`src/rtl/mem_arbiter_pkg.sv`:
```
// mem_arbiter_pkg: shared encodings and FSM states for the byte-serial RAM arbiter
package mem_arbiter_pkg;
  localparam logic RstEnable = 1'b1;
  localparam logic [1:0] LEN_B = 2'b00;
  localparam logic [1:0] LEN_H = 2'b01;
  localparam logic [1:0] LEN_W = 2'b11;
  localparam logic [1:0] OWN_NONE = 2'b00;
  localparam logic [1:0] OWN_IF = 2'b01;
  localparam logic [1:0] OWN_MEM = 2'b10;
  typedef enum logic [1:0] {S_IDLE, S_XFER, S_DONE} state_t;
  function automatic logic [2:0] len_bytes(input logic [1:0] len);
    return len == LEN_B ? 3'd1 : len == LEN_H ? 3'd2 : 3'd4;
  endfunction
endpackage

```
`src/rtl/mem_arbiter_if.sv`:
```
// mem_arbiter_if: IF, MEM and RAM-side signals of the arbiter
interface mem_arbiter_if #(parameter int ADDR_W = 32);
  logic if_req_i, if_flush_i, if_done_o;
  logic [31:0] if_addr_i, if_data_o;
  logic mem_req_i, mem_we_i, mem_done_o;
  logic [1:0] mem_len_i;
  logic [31:0] mem_addr_i, mem_wdata_i, mem_data_o;
  logic [ADDR_W-1:0] ram_addr_o;
  logic ram_wr_o;
  logic [7:0] ram_dout_o, ram_din_i;
  logic [1:0] owner_o;
  logic busy_o;
  modport slave(
    input if_req_i, if_addr_i, if_flush_i, mem_req_i, mem_we_i, mem_len_i, mem_addr_i, mem_wdata_i, ram_din_i,
    output if_done_o, if_data_o, mem_done_o, mem_data_o, ram_addr_o, ram_wr_o, ram_dout_o, owner_o, busy_o
  );
  modport master(
    output if_req_i, if_addr_i, if_flush_i, mem_req_i, mem_we_i, mem_len_i, mem_addr_i, mem_wdata_i, ram_din_i,
    input if_done_o, if_data_o, mem_done_o, mem_data_o, ram_addr_o, ram_wr_o, ram_dout_o, owner_o, busy_o
  );
endinterface

```
`src/rtl/mem_arbiter.sv`:
```
// mem_arbiter: shares one byte-wide RAM port between IF and MEM, sequencing bytes little-endian
module mem_arbiter
  import mem_arbiter_pkg::*;
#(
  parameter int ADDR_W = 32
) (
  input logic clk,
  input logic rst,
  mem_arbiter_if.slave bus
);
  state_t r_state, w_state_n;
  logic [1:0] r_owner;
  logic r_we, r_if_done, r_mem_done, r_ram_wr;
  logic [2:0] r_n, r_k;
  logic [31:0] r_addr, r_wdata, r_data, r_if_data, r_mem_data;
  logic [ADDR_W-1:0] r_ram_addr;
  logic [7:0] r_ram_dout;
  logic w_mem_go, w_if_go, w_flush, w_last;
  logic [31:0] w_byte_addr, w_rdata;
  always_comb begin
    w_mem_go = r_state == S_IDLE && bus.mem_req_i;
    w_if_go = r_state == S_IDLE && !bus.mem_req_i && bus.if_req_i && !bus.if_flush_i;
    w_flush = r_state == S_XFER && r_owner == OWN_IF && bus.if_flush_i;
    w_last = r_k == r_n;
    w_byte_addr = r_addr + {29'd0, r_k};
    // k counts edges in XFER; the byte read back at edge k belongs to lane k-1
    w_rdata = r_data | ({24'd0, bus.ram_din_i} << {r_k - 3'd1, 3'b000});
    w_state_n = (w_mem_go || w_if_go) ? S_XFER :
                w_flush ? S_IDLE :
                (r_state == S_XFER && w_last) ? S_DONE :
                r_state == S_DONE ? S_IDLE : r_state;
  end
  always_ff @(posedge clk)
    if (rst == RstEnable) r_state <= S_IDLE;
    else r_state <= w_state_n;
  always_ff @(posedge clk) begin
    if (rst == RstEnable) begin
      r_owner <= OWN_NONE;
      r_we <= 1'b0;
      r_n <= 3'd0;
      r_k <= 3'd0;
      r_addr <= 32'd0;
      r_wdata <= 32'd0;
      r_data <= 32'd0;
      r_if_done <= 1'b0;
      r_mem_done <= 1'b0;
      r_if_data <= 32'd0;
      r_mem_data <= 32'd0;
      r_ram_addr <= '0;
      r_ram_wr <= 1'b0;
      r_ram_dout <= 8'd0;
    end else begin
      r_if_done <= 1'b0;
      r_mem_done <= 1'b0;
      r_ram_wr <= 1'b0;
      if (w_mem_go || w_if_go) begin
        r_owner <= w_mem_go ? OWN_MEM : OWN_IF;
        r_we <= w_mem_go && bus.mem_we_i;
        r_n <= w_mem_go ? len_bytes(bus.mem_len_i) : 3'd4;
        r_addr <= w_mem_go ? bus.mem_addr_i : bus.if_addr_i;
        r_wdata <= bus.mem_wdata_i;
        r_k <= 3'd0;
        r_data <= 32'd0;
      end else if (r_state == S_XFER && !w_flush) begin
        r_k <= r_k + 3'd1;
        if (!r_we && r_k != 3'd0) r_data <= w_rdata;
        if (!w_last) begin
          r_ram_addr <= w_byte_addr[ADDR_W-1:0];
          r_ram_wr <= r_we;
          r_ram_dout <= r_wdata[{r_k[1:0], 3'b000} +: 8];
        end else if (r_owner == OWN_IF) begin
          r_if_done <= 1'b1;
          r_if_data <= w_rdata;
        end else begin
          r_mem_done <= 1'b1;
          if (!r_we) r_mem_data <= w_rdata;
        end
      end
    end
  end
  assign bus.if_done_o = r_if_done;
  assign bus.if_data_o = r_if_data;
  assign bus.mem_done_o = r_mem_done;
  assign bus.mem_data_o = r_mem_data;
  assign bus.ram_addr_o = r_ram_addr;
  assign bus.ram_wr_o = r_ram_wr;
  assign bus.ram_dout_o = r_ram_dout;
  assign bus.owner_o = r_state == S_IDLE ? OWN_NONE : r_owner;
  assign bus.busy_o = r_state != S_IDLE;
endmodule

```
`src/flat_wrapper.sv`:
```
// flat-port wrapper written by rule: the top's interface ports become plain ports
module mem_arbiter_flat import mem_arbiter_pkg::*;
#(
  parameter int ADDR_W = 32
)
  (clk, rst, bus_if_req_i, bus_if_addr_i, bus_if_flush_i, bus_mem_req_i, bus_mem_we_i, bus_mem_len_i, bus_mem_addr_i, bus_mem_wdata_i, bus_ram_din_i, bus_if_done_o, bus_if_data_o, bus_mem_done_o, bus_mem_data_o, bus_ram_addr_o, bus_ram_wr_o, bus_ram_dout_o, bus_owner_o, bus_busy_o);
  mem_arbiter_if #(.ADDR_W(ADDR_W)) bus_i ();
  input logic clk;
  input logic rst;
  input wire logic [$bits(bus_i.if_req_i)-1:0] bus_if_req_i;
  input wire logic [$bits(bus_i.if_addr_i)-1:0] bus_if_addr_i;
  input wire logic [$bits(bus_i.if_flush_i)-1:0] bus_if_flush_i;
  input wire logic [$bits(bus_i.mem_req_i)-1:0] bus_mem_req_i;
  input wire logic [$bits(bus_i.mem_we_i)-1:0] bus_mem_we_i;
  input wire logic [$bits(bus_i.mem_len_i)-1:0] bus_mem_len_i;
  input wire logic [$bits(bus_i.mem_addr_i)-1:0] bus_mem_addr_i;
  input wire logic [$bits(bus_i.mem_wdata_i)-1:0] bus_mem_wdata_i;
  input wire logic [$bits(bus_i.ram_din_i)-1:0] bus_ram_din_i;
  output wire logic [$bits(bus_i.if_done_o)-1:0] bus_if_done_o;
  output wire logic [$bits(bus_i.if_data_o)-1:0] bus_if_data_o;
  output wire logic [$bits(bus_i.mem_done_o)-1:0] bus_mem_done_o;
  output wire logic [$bits(bus_i.mem_data_o)-1:0] bus_mem_data_o;
  output wire logic [$bits(bus_i.ram_addr_o)-1:0] bus_ram_addr_o;
  output wire logic [$bits(bus_i.ram_wr_o)-1:0] bus_ram_wr_o;
  output wire logic [$bits(bus_i.ram_dout_o)-1:0] bus_ram_dout_o;
  output wire logic [$bits(bus_i.owner_o)-1:0] bus_owner_o;
  output wire logic [$bits(bus_i.busy_o)-1:0] bus_busy_o;
  assign bus_i.if_req_i = bus_if_req_i;
  assign bus_i.if_addr_i = bus_if_addr_i;
  assign bus_i.if_flush_i = bus_if_flush_i;
  assign bus_i.mem_req_i = bus_mem_req_i;
  assign bus_i.mem_we_i = bus_mem_we_i;
  assign bus_i.mem_len_i = bus_mem_len_i;
  assign bus_i.mem_addr_i = bus_mem_addr_i;
  assign bus_i.mem_wdata_i = bus_mem_wdata_i;
  assign bus_i.ram_din_i = bus_ram_din_i;
  assign bus_if_done_o = bus_i.if_done_o;
  assign bus_if_data_o = bus_i.if_data_o;
  assign bus_mem_done_o = bus_i.mem_done_o;
  assign bus_mem_data_o = bus_i.mem_data_o;
  assign bus_ram_addr_o = bus_i.ram_addr_o;
  assign bus_ram_wr_o = bus_i.ram_wr_o;
  assign bus_ram_dout_o = bus_i.ram_dout_o;
  assign bus_owner_o = bus_i.owner_o;
  assign bus_busy_o = bus_i.busy_o;
  mem_arbiter #(.ADDR_W(ADDR_W)) u_core (.clk(clk), .rst(rst), .bus(bus_i));
endmodule
```
`config.mk`:
```
export PLATFORM = sky130hd
export DESIGN_NAME = mem_arbiter_flat
export DESIGN_NICKNAME = d
export VERILOG_FILES = /design/src/rtl/mem_arbiter_pkg.sv /design/src/rtl/mem_arbiter_if.sv /design/src/rtl/mem_arbiter.sv /design/src/flat_wrapper.sv
export SDC_FILE = /design/constraint.sdc
export NUM_CORES = 1
export LEC_CHECK = 0
export CAP_MARGIN = 40
export CORE_UTILIZATION = 44
export DETAILED_ROUTE_END_ITERATION = 10
export PLACE_DENSITY = 0.8
export SETUP_SLACK_MARGIN = 0.3
export SYNTH_ARGS = -nofsm -noshare
export SYNTH_HDL_FRONTEND = slang
export SYNTH_SLANG_ARGS = --single-unit
```
`constraint.sdc`:
```
create_clock -name clk -period 2.3 [get_ports clk]
set_input_delay 0.46 -clock clk [delete_from_list [all_inputs] [get_ports clk]]
set_output_delay 0.46 -clock clk [all_outputs]
set_load 0.01 [all_outputs]
```
**Word-level counts from Yosys, hierarchy flattened**

Index checks and enable logic that the tools add are counted.

- Register bits: 214
- Input bits: 112
- Output and inout port bits: 110
- Logic and storage cells: 73

- Add/sub/neg operators: 3
- Eq/ne operators: 5
- Shift operators: 2
- Muxes and demuxes: 12
- Bitwise gates (word level): 6
- Reduce and logical (&&, ||, !) cells: 29

Operators by type and width:

| kind | number |
|---|---|
| $add 32x3->32 | 1 |
| $mux 32 | 1 |
| $or 32x32->32 | 1 |
| $shiftx 32x6->8 | 1 |
| $shl 8x6->32 | 1 |
| $logic_and 1x1->1 | 10 |
| $mux 3 | 3 |
| $mux 2 | 4 |
| $reduce_or 4->1 | 2 |
| $eq 2x1->1 const B | 3 |
| $not 1->1 | 5 |
| $reduce_and 5->1 | 1 |
| $logic_not 1->1 | 4 |
| $logic_not 2->1 | 2 |
| $mux 1 | 4 |
| $reduce_and 4->1 | 1 |
| $reduce_bool 2->1 | 2 |
| $reduce_bool 4->1 | 1 |
| $add 3x1->3 const B | 1 |
| $eq 3x3->1 | 1 |
| $reduce_and 3->1 | 1 |
| $reduce_bool 3->1 | 1 |
| $reduce_or 3->1 | 1 |
| $sub 3x1->3 const B | 1 |
| 4 further kinds | 4 |

**Longest topological paths before layout**

Gate-level depths: netlist of the first run.

- Depth in word-level cells: 7
- Depth in mapped cells: 8
- Depth with buffers taken out: 7

**Least setup slack after synthesis of the first run**

OpenSTA, ideal clock, no wires.

- Path type: register to register
- Start: register u_core.r_k[1]
- End: register u_core.r_if_data[10] (netlist: u_core.bus.if_data_o[10])
- Library setup time: 86 ps
- Data arrival time: 2,036 ps
- Data required time: 2,214 ps
- Path slack: 179 ps
- Cell stages (with the launch flop): 9
- Buffers on the path: 1
- Clock period less this slack: 2,121 ps
- Cells stage by stage: dfxtp_1 > buf_4 > inv_1 > ha_1 > inv_1 > or2_2 > nor2_1 > a21oi_1 > a211oi_1

- Word-level cells in the longest chain between the ends: 3
- Elaborated cells between the ends (all ways): 5
- Classes of those cells: add/sub: 1; eq/ne: 1; shift: 1; bitwise: 1; reduce/logical: 1

Ends and longest elaborated chain:

| item | RTL line | text |
|---|---|---|
| from (decl) | mem_arbiter.sv:14 | `logic [2:0] r_n, r_k;` |
| from (signal assigned) | mem_arbiter.sv:65 | `r_k <= r_k + 3'd1;` |
| $sub 3x1->3 | mem_arbiter.sv:27 | `w_rdata = r_data \| ({24'd0, bus.ram_din_i} << {r_k - 3'd1, 3'b000});` |
| $shl 8x6->32 | mem_arbiter.sv:27 |  |
| $or 32x32->32 | mem_arbiter.sv:27 |  |
| to (signal assigned) | mem_arbiter.sv:73 | `r_if_data <= w_rdata;` |
| to (decl) | mem_arbiter.sv:15 | `logic [31:0] r_addr, r_wdata, r_data, r_if_data, r_mem_data;` |

Several ways; a longest one is shown, not always the timed one.
A chain may end at the register's enable or synchronous reset.

**Final worst setup path of the first run**

- Start: register u_core.r_k[0]
- End: register u_core.r_ram_addr[8] (netlist: u_core.bus.ram_addr_o[8])

- Word-level cells in the longest chain between the ends: 3
- Elaborated cells between the ends (all ways): 4
- Classes of those cells: add/sub: 1; eq/ne: 1; bitwise: 1; reduce/logical: 1

Ends and longest elaborated chain:

| item | RTL line | text |
|---|---|---|
| parallel branches: the longest is 3 deep, another holds $add 32x3->32 | - |  |
| to (signal assigned) | mem_arbiter.sv:68 | `r_ram_addr <= w_byte_addr[ADDR_W-1:0];` |
| to (decl) | mem_arbiter.sv:16 | `logic [ADDR_W-1:0] r_ram_addr;` |

Several ways; the timed one is not identified.

==> results.cfg, run 1 <==
[logic_synthesis]
synth_cell_type_count = 51
ys_top_cells_by_count = dfxtp_1 (214), nor2_1 (176), a21oi_1 (114)
synthMostInstantiatedCell = dfxtp_1
synth_largest_area_cell = dfxtp_1
synth_area_per_cell_sq_um = 9.03
synthesis.area_sq_mm = 0.00846
async_flop_share = 0
synth_top_area_frac = 0.506
syn_inst = 937
yosys_warnings = 0
ys_seq_area_frac = 0.506
synthTopCellsByArea = dfxtp_1 (51%), nor2_1 (7.8%), a211oi_1 (7.4%)
synth_ff_type = dfxtp_1
synth_edf_count = 0
syn-num-nets = 1056
synth_seq_cells = 214

[final_layout]
fillCellCount = 1451
nNetsFinal = 1281
finalInstanceArea_sq_mm = 0.0123
syn2layout_area_growth_pct = 45.8
n_antenna_cell = 0
drive_gt1_frac = 0.148

[placement]
dp_hpwl_microns = 15500
place_ws_ns = -0.0150
placed_cell_area_sq_mm = 0.0110
place_congestion = 0.796
portBuffers = 221

[clock_network]
clock_latency_ns = 0.50
clock-sinks = 214
cts_root_buf = clkbuf_16
cts_tree = yes
clkTransAtPathRegs_ns = 0.06
cts_max_level = 1
cts-buffers-inserted = 23
cts_max_path_buffers = 3
cts-hold-fix-buffers = 0

[route]
vias_per_cell = 5.57
drt-total-wl_microns = 24800
wl_met1_microns = 10400
top_layer_used = met4
wl_met3_microns = 1510
wl_per_cell_microns = 17.6
dr_total_vias = 7855
route.met2.wl_microns = 12000
drt-initial-drc-count = 578
first_pass_iters = 7
drc = 0
ant_nets = 0

[sta]
finalMaxSlewViolations = 0
fin_skew_ns = 0.0110
finalSetupViolCount = 0
finalCritPeriodShare = 0.871
worstMarginPinSlew_ns = 0.541
max_freq_mhz = 499
hold_violations = 0
fin_crit_ns = 2.00
rsz0062_at_grt = yes
setup_slack_ns = 0.296
slew_headroom = 0.634

[global_route]
grt_max_degree = 87
grt_usage = 0.235
grt-ovfl-total = 0
grt_pass1_wl_microns = 37700
antenna_found_initial = 0
grt_pass1_vias = 7442

[pwr]
comb_power_share = 0.180
p_leak_nw = 4.24
pwr_density_cell_mw_per_mm2 = 774
switchingPower_mw = 2.49
peakVddDrop_mv = 0.533
p_int_mw = 7.06
p_sw_frac = 0.261
pwr-share-clk = 0.386
p_seq_frac = 0.434

[status]
status = complete, no violations

[critical_path]
crit_type = reg2reg
cp.required_ns = 2.71
endpoint_kind = flop
worstSetupStartpointType = flop
arrival_ns = 2.41
critPathMaxFanout = 2

[floorplanning]
core_sq_mm = 0.0188
design.die.area_sq_mm = 0.0198
start_util = 0.451
row_count = 50
die_x_microns = 141
num_io_pins = 222
die_h_microns = 141

[flow_run]
drv_cap = 0

[hold_path]
hp-class = in2reg
[state kept, by name, indices dropped and copies added, names as in the netlist, 2 cells and up]
signal	cells
u_core.r_n	3
u_core.bus.ram_dout_o	8
u_core.r_state	2
u_core.r_wdata	32
u_core.bus.ram_addr_o	32
u_core.r_addr	32
u_core.bus.if_data_o	32
u_core.r_owner	2
u_core.r_data	32
u_core.bus.mem_data_o	32
u_core.r_k	3
[metal layers]
layer | track usage | vias to the layer above
li1 | - | 3789
met1 | 0.299 | 3723
met2 | 0.401 | 280
met3 | 0.0391 | 63
met4 | 0.0841 | 0
met5 | 0 | -
[final timing paths]
kind / end / slack (ns) / cells past startpoint / startpoint
setup / recovery: u_core.bus.ram_addr_o[8]$_SDFFE_PP0P_ / 0.30 / 9 / u_core.r_k[0]$_SDFFE_PP0P_
hold / removal: u_core.r_owner[0]$_SDFFE_PP0P_ / 0.28 / 2 / rst
setup reg to reg: u_core.bus.ram_addr_o[8]$_SDFFE_PP0P_ / 0.30 / 9 / u_core.r_k[0]$_SDFFE_PP0P_
hold reg to reg: u_core.r_wdata[28]$_SDFFE_PP0P_ / 0.45 / 2 / u_core.r_wdata[28]$_SDFFE_PP0P_
[power groups by stage]
stage	sequential, mW	combinational, mW	clock, mW
after floorplan	4.25	0.783	0
after global placement	4.21	1.55	0
after detailed placement	4.22	1.57	0
after CTS	4.14	1.59	3.72
after global routing	4.17	1.86	3.91
final	4.15	1.72	3.68
[cells in the final DEF, fill, tap and decap left out, types with 4 or more instances in the layout]
cell type          n
clkdlybuf4s50_1  217
dfxtp_1          210
nor2_1           173
a21oi_1          100
nand2_1           97
a211oi_1          70
a222oi_1          32
buf_4             32
clkbuf_16         25
a211oi_2          20
xor2_1            17
xnor2_1           13
a21oi_2           12
buf_12            12
inv_1              8
nand3_1            8
nand4_1            8
mux4_2             8
nor3_1             7
buf_6              6
clkbuf_8           5
and4_1             4
nand3_2            4
and3_1             4
and2_1             4
ha_1               4
clkinv_2           4
clkbuf_1           4
[area by class of cell]
class                      count  area [sq um]  area share
inverter                       9          36.3     0.00294
clock buffer                  32           659      0.0534
multi-input combinational    640          4120       0.334
tap                          234           293      0.0237
clock inverter                 8          96.3     0.00781
timing repair buffer         274          2850       0.231
sequential                   214          4290       0.348
[worst max-delay path: stages, from the launching register on]
cell and delay [ns]:
dfxtp_4 0.36, ha_4 0.17, fa_2 0.39, a21oi_4 0.16
buf_6 0.12, buf_6 0.09, nor2_1 0.05, and3_1 0.19
xnor2_1 0.13, a211oi_1 0.25
[logic make-up (layout without fill, tap and decap cells)]
kind of cell / after synthesis / after routing / share of synthesized area
AO/OA/AOI/OAI: 249 / 249 / 0.201
XOR/XNOR: 33 / 33 / 0.0359
adder cells (fa/ha/maj): 7 / 7 / 0.0112
buffers and inverters: 83 / 323 / 0.0426
flip-flops: 214 / 214 / 0.506
multiplexers: 8 / 8 / 0.0213
AND/OR/NAND/NOR: 343 / 343 / 0.182
[stage by stage]
step	power, mW	instances	hold WS (ns)	util	TNS [ns]
4_1_cts	9.46	1397	0.274	0.637	0
6_report	9.55	1411	0.285	0.658	0
3_5_place_dp	5.79	1347	0.447	0.586	-0.0395
2_1_floorplan	5.03	937	0.433	-	0
5_1_grt	9.95	1411	0.275	0.658	0
3_3_place_gp	5.76	1347	0.437	0.586	0
[timing repair]
action | CTS | global route
buffers inserted | 9 | 9
cloned | 1 | 5
hold endpoints to repair | 0 | 0
resized for setup | 26 | 50
pin swaps | 9 | 34
endpoints found under the setup margin | 95 | 112
No activity file was read; power rests on OpenSTA's default activity.
==> run 2: changes to the inputs <==
Settings changed: ABC_CLOCK_PERIOD_IN_PS set to 2300.
==> results of run 2 <==
No change in the layout: final DEF, timing and power equal those of run 1.
